File: src/rtl/viterbi_pkg.sv
// Shared types and helpers for the K=3, 4-state Viterbi frame controller.
// Holds the controller state enum, trellis constants and the traceback step.
package viterbi_pkg;

    localparam int NUM_STATES = 4;
    localparam int K          = 3;
    localparam int DEC_W      = 4;

    typedef enum logic [2:0] {
        IDLE,
        CLEAR,
        ACCUM,
        DRAIN,
        TRACE,
        EMIT
    } state_t;

    // Predecessor of state s given its survivor decision bit d.
    function automatic logic [1:0] tb_step(input logic [1:0] s, input logic d);
        return {s[0], d};
    endfunction

endpackage

File: src/rtl/viterbi_tb_unit.sv
// Survivor buffer and traceback engine for the Viterbi frame controller.
// Stores one decision vector per trellis stage, walks the survivor path
// backwards from state 0 and keeps the decoded bits in stage order.
module viterbi_tb_unit
    import viterbi_pkg::*;
#(
    parameter int FRAME_LEN = 16,
    parameter int ADDR_W    = $clog2(FRAME_LEN)
) (
    input  logic              clk,
    input  logic              rst,
    input  logic              wr_en,
    input  logic [ADDR_W-1:0] wr_addr,
    input  logic [DEC_W-1:0]  wr_dec,
    input  logic              tr_init,
    input  logic              tr_en,
    input  logic [ADDR_W-1:0] tr_addr,
    input  logic [ADDR_W-1:0] rd_addr,
    output logic              rd_bit
);

    logic [DEC_W-1:0]     surv [FRAME_LEN];
    logic [FRAME_LEN-1:0] bitbuf;
    logic [1:0]           tr_state;

    // Capture each stage's decision vector as the datapath delivers it.
    always_ff @(posedge clk) begin
        if (wr_en) begin
            surv[wr_addr] <= wr_dec;
        end
    end

    // Traceback state: parked at 0 before the walk, then one predecessor per step.
    always_ff @(posedge clk) begin
        if (rst) begin
            tr_state <= 2'b00;
        end else if (tr_init) begin
            tr_state <= 2'b00;
        end else if (tr_en) begin
            tr_state <= tb_step(tr_state, surv[tr_addr][tr_state]);
        end
    end

    // The MSB of the state reached after stage t is the bit decoded for stage t.
    always_ff @(posedge clk) begin
        if (tr_en) begin
            bitbuf[tr_addr] <= tr_state[1];
        end
    end

    assign rd_bit = bitbuf[rd_addr];

endmodule

File: src/rtl/viterbi_frame_ctrl.sv
// Frame controller for the K=3, 4-state Viterbi decoder.
// Accepts symbol pairs, sequences the ACS datapath, collects decisions,
// runs traceback from state 0 and emits decoded bits in forward order.
// Optional feature macro: VITERBI_FRAME_CTRL_FCNT_EN adds a saturating
// completed-frame counter on output frame_cnt.
module viterbi_frame_ctrl
    import viterbi_pkg::*;
#(
    parameter int FRAME_LEN = 16,
    parameter int TAIL_LEN  = 2,
    parameter int ACS_LAT   = 3,
    parameter int SYM_W     = 8
) (
    input  logic             CLK,
    input  logic             RST,
    input  logic             frame_start,
    input  logic             sym_valid,
    output logic             sym_ready,
    input  logic [SYM_W-1:0] sym_a,
    input  logic [SYM_W-1:0] sym_b,
    output logic             acs_en,
    output logic             acs_clr,
    output logic [SYM_W-1:0] acs_r3,
    output logic [SYM_W-1:0] acs_r4,
    input  logic [DEC_W-1:0] dec_vec,
    output logic             bit_valid,
    input  logic             bit_ready,
    output logic             bit_out,
    output logic             bit_last,
    output logic             busy
`ifdef VITERBI_FRAME_CTRL_FCNT_EN
    ,
    output logic [15:0]      frame_cnt
`endif
);

    localparam int CNT_W    = $clog2(FRAME_LEN + 1);
    localparam int ADDR_W   = $clog2(FRAME_LEN);
    localparam int EMIT_LEN = FRAME_LEN - TAIL_LEN;

    state_t             state;
    state_t             state_nxt;
    logic [CNT_W-1:0]   issue_cnt;
    logic [CNT_W-1:0]   wr_idx;
    logic [CNT_W-1:0]   emit_idx;
    logic [ADDR_W-1:0]  trace_idx;
    logic [ACS_LAT-1:0] pend;
    logic               transfer;
    logic               mark;
    logic               bit_hs;
    logic               rd_bit;

    assign transfer = sym_valid && (state == ACCUM);
    assign bit_hs   = bit_ready && (state == EMIT);
    assign mark     = pend[ACS_LAT-1];
    assign bit_out  = bit_valid & rd_bit;

    // State register; reset aborts any frame in flight.
    always_ff @(posedge CLK) begin
        if (RST) begin
            state <= IDLE;
        end else begin
            state <= state_nxt;
        end
    end

    // Next-state decode and the handshake/strobe outputs that follow the state.
    always_comb begin
        state_nxt = state;
        sym_ready = 1'b0;
        acs_clr   = 1'b0;
        bit_valid = 1'b0;
        bit_last  = 1'b0;
        busy      = (state != IDLE);
        case (state)
            IDLE: begin
                if (frame_start) begin
                    state_nxt = CLEAR;
                end
            end
            CLEAR: begin
                acs_clr   = 1'b1;
                state_nxt = ACCUM;
            end
            ACCUM: begin
                sym_ready = 1'b1;
                if (sym_valid && (issue_cnt == CNT_W'(FRAME_LEN - 1))) begin
                    state_nxt = DRAIN;
                end
            end
            DRAIN: begin
                if (wr_idx == CNT_W'(FRAME_LEN)) begin
                    state_nxt = TRACE;
                end
            end
            TRACE: begin
                if (trace_idx == '0) begin
                    state_nxt = EMIT;
                end
            end
            EMIT: begin
                bit_valid = 1'b1;
                bit_last  = (emit_idx == CNT_W'(EMIT_LEN - 1));
                if (bit_ready && bit_last) begin
                    state_nxt = IDLE;
                end
            end
            default: begin
                state_nxt = IDLE;
            end
        endcase
    end

    // Issue stage: register the accepted pair and strobe the datapath one cycle later.
    always_ff @(posedge CLK) begin
        if (RST) begin
            acs_en    <= 1'b0;
            acs_r3    <= '0;
            acs_r4    <= '0;
            issue_cnt <= '0;
        end else begin
            acs_en <= transfer;
            if (transfer) begin
                acs_r3 <= sym_a;
                acs_r4 <= sym_b;
            end
            if (state == CLEAR) begin
                issue_cnt <= '0;
            end else if (transfer) begin
                issue_cnt <= issue_cnt + CNT_W'(1);
            end
        end
    end

    // Delay line of issue strobes marks the cycle each dec_vec becomes valid.
    always_ff @(posedge CLK) begin
        if (RST) begin
            pend   <= '0;
            wr_idx <= '0;
        end else begin
            pend <= (pend << 1) | ACS_LAT'(acs_en);
            if (state == CLEAR) begin
                wr_idx <= '0;
            end else if (mark) begin
                wr_idx <= wr_idx + CNT_W'(1);
            end
        end
    end

    // Traceback walks stages from the last one down; emit index restarts before EMIT.
    always_ff @(posedge CLK) begin
        if (RST) begin
            trace_idx <= '0;
            emit_idx  <= '0;
        end else begin
            if (state == DRAIN) begin
                trace_idx <= ADDR_W'(FRAME_LEN - 1);
            end else if (state == TRACE) begin
                trace_idx <= trace_idx - ADDR_W'(1);
            end
            if (state == TRACE) begin
                emit_idx <= '0;
            end else if (bit_hs) begin
                emit_idx <= emit_idx + CNT_W'(1);
            end
        end
    end

`ifdef VITERBI_FRAME_CTRL_FCNT_EN
    // Count completed frames, sticking at the top value instead of wrapping.
    always_ff @(posedge CLK) begin
        if (RST) begin
            frame_cnt <= '0;
        end else if (bit_hs && bit_last && (frame_cnt != 16'hFFFF)) begin
            frame_cnt <= frame_cnt + 16'd1;
        end
    end
`endif

    viterbi_tb_unit #(
        .FRAME_LEN (FRAME_LEN),
        .ADDR_W    (ADDR_W)
    ) u_tb_unit (
        .clk     (CLK),
        .rst     (RST),
        .wr_en   (mark),
        .wr_addr (wr_idx[ADDR_W-1:0]),
        .wr_dec  (dec_vec),
        .tr_init (state == DRAIN),
        .tr_en   (state == TRACE),
        .tr_addr (trace_idx),
        .rd_addr (emit_idx[ADDR_W-1:0]),
        .rd_bit  (rd_bit)
    );

endmodule

File: config.mk
export PLATFORM = sky130hd
export DESIGN_NAME = viterbi_frame_ctrl
export DESIGN_NICKNAME = d
export VERILOG_FILES = /design/src/rtl/viterbi_pkg.sv /design/src/rtl/viterbi_tb_unit.sv /design/src/rtl/viterbi_frame_ctrl.sv
export SDC_FILE = /design/constraint.sdc
export NUM_CORES = 1
export LEC_CHECK = 0
export ABC_AREA = 1
export ABC_CLOCK_PERIOD_IN_PS = 1900
export CORE_UTILIZATION = 57
export DETAILED_ROUTE_END_ITERATION = 7
export PLACE_DENSITY_LB_ADDON = 0.25
export SLEW_MARGIN = 20
export SYNTH_ARGS = -nofsm -noshare
export SYNTH_HDL_FRONTEND = slang
export SYNTH_SLANG_ARGS = --single-unit
File: constraint.sdc
create_clock -name CLK -period 1.9 [get_ports CLK]
set_clock_uncertainty 0.15 [all_clocks]
set_input_delay 0.285 -clock CLK [delete_from_list [all_inputs] [get_ports CLK]]
set_output_delay 0.285 -clock CLK [all_outputs]
set_load 0.01 [all_outputs]
==> flow_summary.toml <==
[logic_synthesis]
synthesis.nets = 614
synth-main-ff-cell = "edfxtp_1"
synth_area_per_cell_sq_um = 9.52
synthDistinctLibCells = 36
async_flop_share = 0
yosys_warnings = 0
ys_seq_area_frac = 0.614
synth_enable_flop_cells = 80
netlist_area_sq_um = 5480
syn_inst = 576
synth_seq_cells = 128

[sta]
max_freq_mhz = 478
rsz0062_at_grt = "true"
worstMarginPinSlew_ns = 0.438
worst_slack_ns = -0.193
post-route-period-util = 1.10
slew_viol_final = 0
final-setup-viol-count = 2
fin_crit_ns = 2.09
relSlewSlack = 0.707
hold_violations = 0

[pwr]
p_sw_w = 0.00262
p_comb_frac = 0.268
leakage_nw = 2.59
irDropWorstVdd_mv = 0.763
power.density_nw_per_um2 = 1210
internal_power_w = 0.00573
clkPwrFrac = 0.332
p_sw_frac = 0.314
seqPwrFrac = 0.400
fin_total_pwr_w = 0.00834

[clocking]
cts_buffer_depth = 2
cts_tree = "built"
path_clk_slew_ns = 0.06
clock-sinks = 128
h-tree-depth = 4
cts_root_buffer = "clkbuf_8"
cts_hold_buf = 0
clk_latency_ns = 0.52
cts_made_buffers = 17

[worst_setup_path]
crit_required_ns = 1.46
crit_start = "emit_idx[0]"
worstReg2RegStart = "issue_cnt[0]"
cp_cell_sequence = "buf_6, nor2_2, o2111ai_2, nand3_2, a21oi_2, buf_2"
path_buf_inv = 2
max_stage_delay_ns = 0.39
path_max_fanout = 6
slowest_stage = "dfxtp_4"
crit_arrival_ns = 1.66
crit_type = "reg -> out"
path_delay_family = "flip-flops"
end_kind = "primary output"
cp-start-kind = "register"

[global_routing]
grt_pass1_vias = 4164
grt_max_degree = 26
antenna_found_initial = 0
grt.total_usage = 0.248
grt_pass1_wl_microns = 18900
gr-total-overflow = 0

[layout]
final_layout_size_suffix_gt1_frac = 0.170
area_delta_synth_final_pct = 25.5
fillers = 646
diodes = 0
num-nets-final = 689
fin_area_sq_um = 6880
layoutNonFillerInstCount = 793

[route]
drt_pass1_iterations = 5
drt_iter0_drc = 229
wl_per_cell_microns = 14.8
vias_per_cell = 5.31
drc = 0
routed_wl_microns = 11700
vias = 4214
antenna_left = 0

[placed_design]
hpwlAfterDp_microns = 7710
place_ws_ns = -0.222
gp_congestion = 0.878
io_buffer_count = 47
placed_area_sq_um = 6170
place_inst = 750

[die]
core_area_sq_um = 9280
ios = 48
start_util = 0.590
rows = 35
die-area_sq_um = 10000
die_h_microns = 100
die_x_microns = 100

[worst_hold_path]
hold_class = "in -> reg"
hp-start = "sym_b[2]"

[status]
violations = "setup timing"
status = "complete, but fails checks"

[flow_run]
cap_violations = 0
-- final timing paths --
kind                     to  slack, ns  cells after the start
hold / removal    acs_r4[2]       0.24                      3
hold reg to reg     pend[1]       0.26                      2
setup / recovery    bit_out      -0.19                      6
setup reg to reg   state[1]       0.03                     11
-- synthesized netlist by cell type, types with 3 or more instances --
library cell / instances / share of area
nand2_2: 5 / 0.0057
nand3_1: 59 / 0.054
nor3_1: 6 / 0.0055
o21ai_0: 28 / 0.026
inv_1: 55 / 0.038
buf_2: 10 / 0.0091
edfxtp_1: 80 / 0.44
nor2_1: 90 / 0.062
dfxtp_1: 48 / 0.18
inv_2: 6 / 0.0041
clkbuf_1: 6 / 0.0041
ha_1: 13 / 0.030
buf_4: 3 / 0.0041
nor2_2: 3 / 0.0034
nand2_1: 110 / 0.075
a21oi_1: 17 / 0.016
or2_2: 6 / 0.0068
-- repair_timing --
item / CTS / global route
gates cloned: 0 / 0
pin swaps: 6 / 14
resized for setup: 46 / 28
endpoints found under the setup margin: 7 / 8
buffers inserted: 6 / 5
hold endpoints to repair: 0 / 0
-- worst register-to-register path: stages (launching register included) --
cell	delay [ns]
dfxtp_4	0.36
ha_4	0.13
inv_2	0.04
nor3_2	0.17
ha_2	0.19
nand2_2	0.07
nand2_4	0.08
nand3_4	0.08
nor3_4	0.26
nand3_1	0.11
o21ai_1	0.08
nor2_1	0.05
-- power groups by stage --
stage	Sequential, W	Combinational (W)	Clock (W)
2_1_floorplan	0.00335	0.00136	0
3_3_place_gp	0.00336	0.00198	0
3_5_place_dp	0.00336	0.00204	0
4_1_cts	0.00332	0.00210	0.00279
5_1_grt	0.00335	0.00248	0.00290
6_report	0.00333	0.00224	0.00277
-- cell families after synthesis --
kind of cell / Yosys count / synth area share
adder cells (fa/ha/maj): 13 / 0.0297
buffers and inverters: 84 / 0.0635
flip-flops: 128 / 0.614
AND/OR/NAND/NOR: 288 / 0.227
AO/OA/AOI/OAI: 60 / 0.0612
XOR/XNOR: 3 / 0.00479
-- through the flow --
| step | setup TNS [ns] | hold slack, ns | util |
|---|---|---|---|
| 2_1_floorplan | 0 | 0.234 | - |
| 3_3_place_gp | -0.113 | 0.253 | 0.664 |
| 3_5_place_dp | -0.303 | 0.250 | 0.664 |
| 4_1_cts | -0.292 | 0.228 | 0.728 |
| 5_1_grt | -0.551 | 0.256 | 0.741 |
| 6_report | -0.306 | 0.243 | 0.741 |
-- metal layers --
metal	up-vias	part of all wire	routed length, microns	GRT usage
met2	137	0.51	5990	0.420
met4	0	0.019	222	0.0981
met3	23	0.053	618	0.0620
met1	1996	0.42	4900	0.306
met5	-	0	0	0
li1	2058	-	-	-
-- registers in the layout, indices dropped and copies added (netlist names), 4 cells and up, named ones only --
name / count
acs_r4: 8
acs_r3: 8
u_tb_unit.bitbuf: 16
u_tb_unit.surv: 64
emit_idx: 5
issue_cnt: 5
wr_idx: 5
trace_idx: 4
-- cell type report --
cell class | count | area [sq um] | share of cell area
clock inverter | 6 | 31.3 | 0.00455
tap | 129 | 161 | 0.0235
multi-input combinational | 364 | 1870 | 0.272
clock buffer | 26 | 479 | 0.0697
inverter | 64 | 251 | 0.0366
sequential | 128 | 3380 | 0.492
timing repair buffer | 76 | 698 | 0.102
-- placed cells by master, fill, tap and decap left out, types with 7 or more instances in the layout --
cell type	count
nand2_1	107
nor2_1	88
edfxtp_1	80
nand3_1	57
inv_1	51
dfxtp_1	41
clkdlybuf4s50_1	41
buf_4	26
o21ai_0	23
clkbuf_16	17
a21oi_1	16
ha_1	11
inv_2	8
nand2_2	7
clkbuf_1	7
No activity file was read; power rests on OpenSTA's default activity.
